### src/rtl/mem_port_arbiter.sv
// rtl/mem_port_arbiter.sv - two-requester arbiter for a single shared memory port
//
// Purpose: shares one memory port between instruction fetch (IF) and the
// load/store unit (LSU). LSU has priority; a starvation counter forces a fetch
// grant after STARVE_LIMIT consecutive LSU grants while fetch is waiting.
//
// Parameters:
//   STARVE_LIMIT   - consecutive LSU grants allowed while a fetch waits
//   TIMEOUT_CYCLES - busy cycles without mem_ack before abort (timeout builds only)
//
// Optional feature macro: MEM_ARB_TIMEOUT_EN (builds the busy-cycle timeout;
// when undefined the port waits for mem_ack indefinitely and bus_err is 0).
//
// Ports:
//   clk, rst                      - clock (rising edge), async active-high reset
//   if_req, if_addr               - fetch request and word address
//   if_gnt, if_rvalid, if_rdata   - fetch grant pulse, data valid pulse, data
//   ls_req, ls_we, ls_addr,
//   ls_wdata, ls_be               - LSU request, write flag, address, data, byte enables
//   ls_gnt, ls_rvalid, ls_rdata   - LSU grant pulse, completion pulse, load data
//   mem_req, mem_we, mem_addr,
//   mem_wdata, mem_be             - shared memory port request (registered)
//   mem_ack, mem_rdata            - memory completion and read data
//   stall_fetch, stall_mem        - pipeline freeze while a request is outstanding
//   bus_err                       - one-cycle timeout flag

module mem_port_arbiter #(
  parameter int STARVE_LIMIT   = 4,
  parameter int TIMEOUT_CYCLES = 255
) (
  input  logic        clk,
  input  logic        rst,
  input  logic        if_req,
  input  logic [31:0] if_addr,
  output logic        if_gnt,
  output logic        if_rvalid,
  output logic [31:0] if_rdata,
  input  logic        ls_req,
  input  logic        ls_we,
  input  logic [31:0] ls_addr,
  input  logic [31:0] ls_wdata,
  input  logic [3:0]  ls_be,
  output logic        ls_gnt,
  output logic        ls_rvalid,
  output logic [31:0] ls_rdata,
  output logic        mem_req,
  output logic        mem_we,
  output logic [31:0] mem_addr,
  output logic [31:0] mem_wdata,
  output logic [3:0]  mem_be,
  input  logic        mem_ack,
  input  logic [31:0] mem_rdata,
  output logic        stall_fetch,
  output logic        stall_mem,
  output logic        bus_err
);

  typedef enum logic [1:0] {IDLE, BUSY_IF, BUSY_LS} state_t;

  localparam int SW = (STARVE_LIMIT < 1) ? 1 : $clog2(STARVE_LIMIT + 1);
  localparam logic [SW-1:0] STARVE_MAX = SW'(STARVE_LIMIT);

  state_t        state;
  logic [SW-1:0] starve_cnt;
  logic          fetch_wins;

  // Fetch only beats a concurrent LSU request once it has been starved.
  assign fetch_wins  = if_req & (~ls_req | (starve_cnt == STARVE_MAX));

  assign stall_fetch = if_req & ~if_rvalid;
  assign stall_mem   = ls_req & ~ls_rvalid;

`ifdef MEM_ARB_TIMEOUT_EN
  localparam int TW = (TIMEOUT_CYCLES < 2) ? 1 : $clog2(TIMEOUT_CYCLES + 1);
  localparam logic [TW-1:0] BUSY_LAST = TW'(TIMEOUT_CYCLES - 1);
  logic [TW-1:0] busy_cnt;
`else
  // TIMEOUT_CYCLES only matters when the timeout logic is built.
  assign bus_err = 1'b0 & (TIMEOUT_CYCLES == 0);
`endif

  always_ff @(posedge clk or posedge rst) begin
    if (rst) begin
      state      <= IDLE;
      starve_cnt <= '0;
      if_gnt     <= 1'b0;
      if_rvalid  <= 1'b0;
      if_rdata   <= '0;
      ls_gnt     <= 1'b0;
      ls_rvalid  <= 1'b0;
      ls_rdata   <= '0;
      mem_req    <= 1'b0;
      mem_we     <= 1'b0;
      mem_addr   <= '0;
      mem_wdata  <= '0;
      mem_be     <= '0;
`ifdef MEM_ARB_TIMEOUT_EN
      busy_cnt   <= '0;
      bus_err    <= 1'b0;
`endif
    end else begin
      if_gnt    <= 1'b0;
      ls_gnt    <= 1'b0;
      if_rvalid <= 1'b0;
      ls_rvalid <= 1'b0;
`ifdef MEM_ARB_TIMEOUT_EN
      bus_err   <= 1'b0;
`endif

      // Starve counter only tracks LSU wins while a fetch is actually waiting.
      if (!if_req) begin
        starve_cnt <= '0;
      end else if (state == IDLE) begin
        if (fetch_wins)
          starve_cnt <= '0;
        else if (ls_req && starve_cnt != STARVE_MAX)
          starve_cnt <= starve_cnt + SW'(1);
      end

      case (state)
        IDLE: begin
          if (if_req || ls_req) begin
            mem_req <= 1'b1;
`ifdef MEM_ARB_TIMEOUT_EN
            busy_cnt <= '0;
`endif
            if (fetch_wins) begin
              mem_we    <= 1'b0;
              mem_addr  <= if_addr;
              mem_wdata <= '0;
              mem_be    <= 4'hF;
              if_gnt    <= 1'b1;
              state     <= BUSY_IF;
            end else begin
              mem_we    <= ls_we;
              mem_addr  <= ls_addr;
              mem_wdata <= ls_wdata;
              mem_be    <= ls_be;
              ls_gnt    <= 1'b1;
              state     <= BUSY_LS;
            end
          end
        end

        BUSY_IF, BUSY_LS: begin
          if (mem_ack) begin
            mem_req <= 1'b0;
            state   <= IDLE;
            if (state == BUSY_IF) begin
              if_rdata  <= mem_rdata;
              if_rvalid <= 1'b1;
            end else begin
              ls_rdata  <= mem_we ? 32'd0 : mem_rdata;
              ls_rvalid <= 1'b1;
            end
          end
`ifdef MEM_ARB_TIMEOUT_EN
          else if (busy_cnt == BUSY_LAST) begin
            // Abort: complete the owner with zero data and flag the error.
            mem_req <= 1'b0;
            state   <= IDLE;
            bus_err <= 1'b1;
            if (state == BUSY_IF) begin
              if_rdata  <= '0;
              if_rvalid <= 1'b1;
            end else begin
              ls_rdata  <= '0;
              ls_rvalid <= 1'b1;
            end
          end else begin
            busy_cnt <= busy_cnt + TW'(1);
          end
`endif
        end

        default: state <= IDLE;
      endcase
    end
  end

endmodule

### config.mk
export PLATFORM = sky130hd
export DESIGN_NAME = mem_port_arbiter
export DESIGN_NICKNAME = d
export VERILOG_FILES = /design/src/rtl/mem_port_arbiter.sv
export SDC_FILE = /design/constraint.sdc
export NUM_CORES = 1
export LEC_CHECK = 0
export BUFFER_PORTS_ARGS = -buffer_cell sky130_fd_sc_hd__buf_2
export CAP_MARGIN = 20
export CORE_MARGIN = 1
export CORE_UTILIZATION = 47
export DETAILED_ROUTE_END_ITERATION = 16
export PLACE_DENSITY = 0.8
export SLEW_MARGIN = 25
export SYNTH_ARGS = -nofsm -noshare
export SYNTH_HDL_FRONTEND = slang
export SYNTH_SLANG_ARGS = --single-unit
### constraint.sdc
create_clock -name clk -period 5.1 [get_ports clk]
set_clock_uncertainty 0.1 [all_clocks]
set_input_delay 0.255 -clock clk [delete_from_list [all_inputs] [get_ports clk]]
set_output_delay 0.255 -clock clk [all_outputs]
set_load 0.1 [all_outputs]
==> flow_summary.yaml <==
global_route:
  grt_max_degree: 92
  grt_pass1_wl_um: 28200
  overflow: 0
  grt_pass1_vias: 5730
  antenna_found_initial: 0
  track_usage: 0.278
route:
  vias: 5617
  drtIter0Drc: 400
  drt_pass1_iterations: 6
  routed_wl_um: 18300
  vias_per_cell: 5.28
  wire_per_inst_um: 17.2
  drc: 0
  ant_nets: 0
clock_network:
  numClockSinks: 143
  clock_path_buffers: 2
  h-tree-depth: 4
  cts_buffers: 17
  clockRootBuffer: "clkbuf_16"
  cts_tree: "built"
  clk_latency_ns: 0.42
  clk_pin_slew_ns: 0.06
  cts.repair.resized: 0
yosys:
  ys_ff_latch: 143
  synth_compound_area_frac: 0.159
  syn_avg_cell_area_um2: 11.5
  syn-num-nets: 675
  synthAdderAreaFrac: 0.00819
  synth.mux.area_fraction: 0.0590
  synth_top_family_by_area: "compound AO/OA/AOI/OAI gates"
  synth_cell_types: 34
  synthSimpleGateAreaFrac: 0.143
  yosysWarnings: 0
  netlist_instances: 533
  synth.cell_area_um2: 6110
  synthXorXnorAreaFrac: 0
  async_reset_ff_frac: 1.00
  synth_edf_count: 0
  yosysSeqAreaShare: 0.586
  synthFlopType: "dfrtp_1"
setup_path:
  crit_fanout: 44
  critPathKind: "register to register"
  critPathLaunchType: "register"
  crit_chain: "inv_1 > ha_1 > buf_4 > nand3_1 > inv_2 > a22o_1"
  worst_path_max_delay_cell: "inv_2"
  reg2reg_from: "state[1]$_DFFE_PP0P_"
  worst-endpoint-arrival_ns: 2.59
  rr_worst_depth: 6
  r2r_slack_ns: 2.75
  critPathRequiredTime_ns: 5.34
  rr_endpoint: "mem_wdata[10]$_DFFE_PP0P_"
  endpoint_kind: "register"
  slowest_delay_ns: 0.54
place:
  port_buffers: 277
  gp_congestion: 0.786
  dp_hpwl_um: 11100
run_status:
  outcome: "complete, no violations"
sta:
  period_minus_slack_ns: 2.35
  final.setup.tns_ns: 0
  hold_slack_ns: 0.0140
  hold_viol_final: 0
  rsz0062_at_grt: "no"
  slew_headroom: 0.371
  fin_crit_sh: 0.460
  fmax_mhz: 426
  drv_slew: 0
  worst_pin_slew_ns: 0.944
  setup_viol: 0
worst_hold_path:
  hold_class: "input pin to register"
  holdPathEnd: "mem_addr[23]$_DFFE_PP0P_"
  whs_path_depth: 3
  min_from: "ls_addr[23]"
floorplan:
  die-area_um2: 13500
  fp.dieH_um: 116
  ios: 279
  rows: 41
  start_util: 0.482
  core-area_um2: 12700
  die-width_um: 116
cells_and_area:
  antenna_cells: 0
  regArea_um2: 3580
  drive_gt1_frac: 0.428
  nFillCells: 846
  area_delta_synth_final_pct: 47.5
  final_nets: 1020
  multiInputGateArea_um2: 2270
job:
  cap_violations: 0
-- critical path, delay by kind of cell (launching register included) --
family | cells | cell delay, ns
AND/OR/NAND/NOR | 1 | 0.33
buffers and inverters | 3 | 1.01
AO/OA/AOI/OAI | 1 | 0.27
adder cells (fa/ha/maj) | 1 | 0.13
flip-flops | 1 | 0.40
-- cells in the final DEF (no fill, tap or decap), types with 4 or more instances in the layout --
cell type,instances
mux2_2,32
a22o_1,33
clkbuf_16,17
dfrtp_1,143
o211ai_2,30
o21ai_1,7
nand2_1,102
ha_1,4
nand3_1,4
o22a_1,4
clkinv_4,4
o21ai_0,27
buf_4,5
nand2b_1,32
inv_6,5
nand4_1,32
dlygate4sd3_1,91
buf_2,277
inv_1,8
clkinvlp_4,4
-- layer usage --
metal  GRT usage  routed length [um]  vias to the layer above
met4       0.168                 698                        0
met3      0.0622                1100                       63
li1            -                   -                     2569
met1       0.327                7140                     2690
met2       0.464                9330                      295
met5           0                   0                        -
-- state kept, by name, summed over array words and instances, names as in the netlist --
signal and count:
if_rdata 32, ls_rdata 32, mem_addr 32, mem_wdata 32
mem_be 4, starve_cnt 3, state 2, if_gnt 1
if_rvalid 1, ls_gnt 1, ls_rvalid 1, mem_req 1
mem_we 1
-- layout make-up --
class / instances / share of cell area
Clock buffer: 19 / 0.0491
Timing Repair Buffer: 373 / 0.259
Tap cell: 172 / 0.0239
Inverter: 10 / 0.00472
Clock inverter: 13 / 0.0144
Multi-Input combinational cell: 333 / 0.252
Sequential cell: 143 / 0.397
-- stage by stage --
step	worst slack, ns	instances	area, um^2	utilization
floorplan	0.907	533	6110	-
global route	2.58	1063	9010	0.711
finish	2.75	1063	9010	0.711
CTS	2.53	1063	9010	0.711
global placement	2.61	940	7530	0.594
detailed placement	2.55	940	7530	0.594
-- repair_timing --
item	CTS	global route
buffers inserted	0	0
endpoints found under the hold margin	201	0
hold buffers	91	0
-- how the worst max path moves through the flow --
stage / from / to / slack, ns / depth (start not counted)
2_1_floorplan: rst / if_gnt$_DFF_PP0_ / 0.91 / 1
3_3_place_gp: starve_cnt[0]$_DFFE_PP0P_ / mem_addr[31]$_DFFE_PP0P_ / 2.61 / 5
3_5_place_dp: starve_cnt[0]$_DFFE_PP0P_ / state[1]$_DFFE_PP0P_ / 2.55 / 5
4_1_cts: starve_cnt[0]$_DFFE_PP0P_ / state[1]$_DFFE_PP0P_ / 2.53 / 5
5_1_grt: state[1]$_DFFE_PP0P_ / mem_wdata[14]$_DFFE_PP0P_ / 2.58 / 6
6_report: state[1]$_DFFE_PP0P_ / mem_wdata[10]$_DFFE_PP0P_ / 2.75 / 6
-- logic make-up (layout without fill, tap and decap cells) --
kind of cell    after synthesis  after routing
other cells                   1              1
flops                       143            143
compound gates              115            115
fa+ha+maj                     4              4
mux                          32             32
buf+inv                      57            415
simple gates                181            181
-- synth_stat cells (all sizes together) (2+ instances only) --
master,number,share of area
buf,20,0.022
o21ai,35,0.029
nor2b,3,0.0031
mux2,32,0.059
o211ai,33,0.065
clkbuf,27,0.017
nand2,102,0.063
dfrtp,143,0.59
nand3,4,0.0033
inv,10,0.0061
nand2b,32,0.033
o21a,3,0.0037
a21oi,2,0.0016
nor2,3,0.0018
o22a,4,0.0057
a22o,33,0.047
ha,4,0.0082
nand4,32,0.033
Power is left out: the tool's default activity adds up to more than one toggle a clock period on the data nets, which glitch-free logic cannot reach.
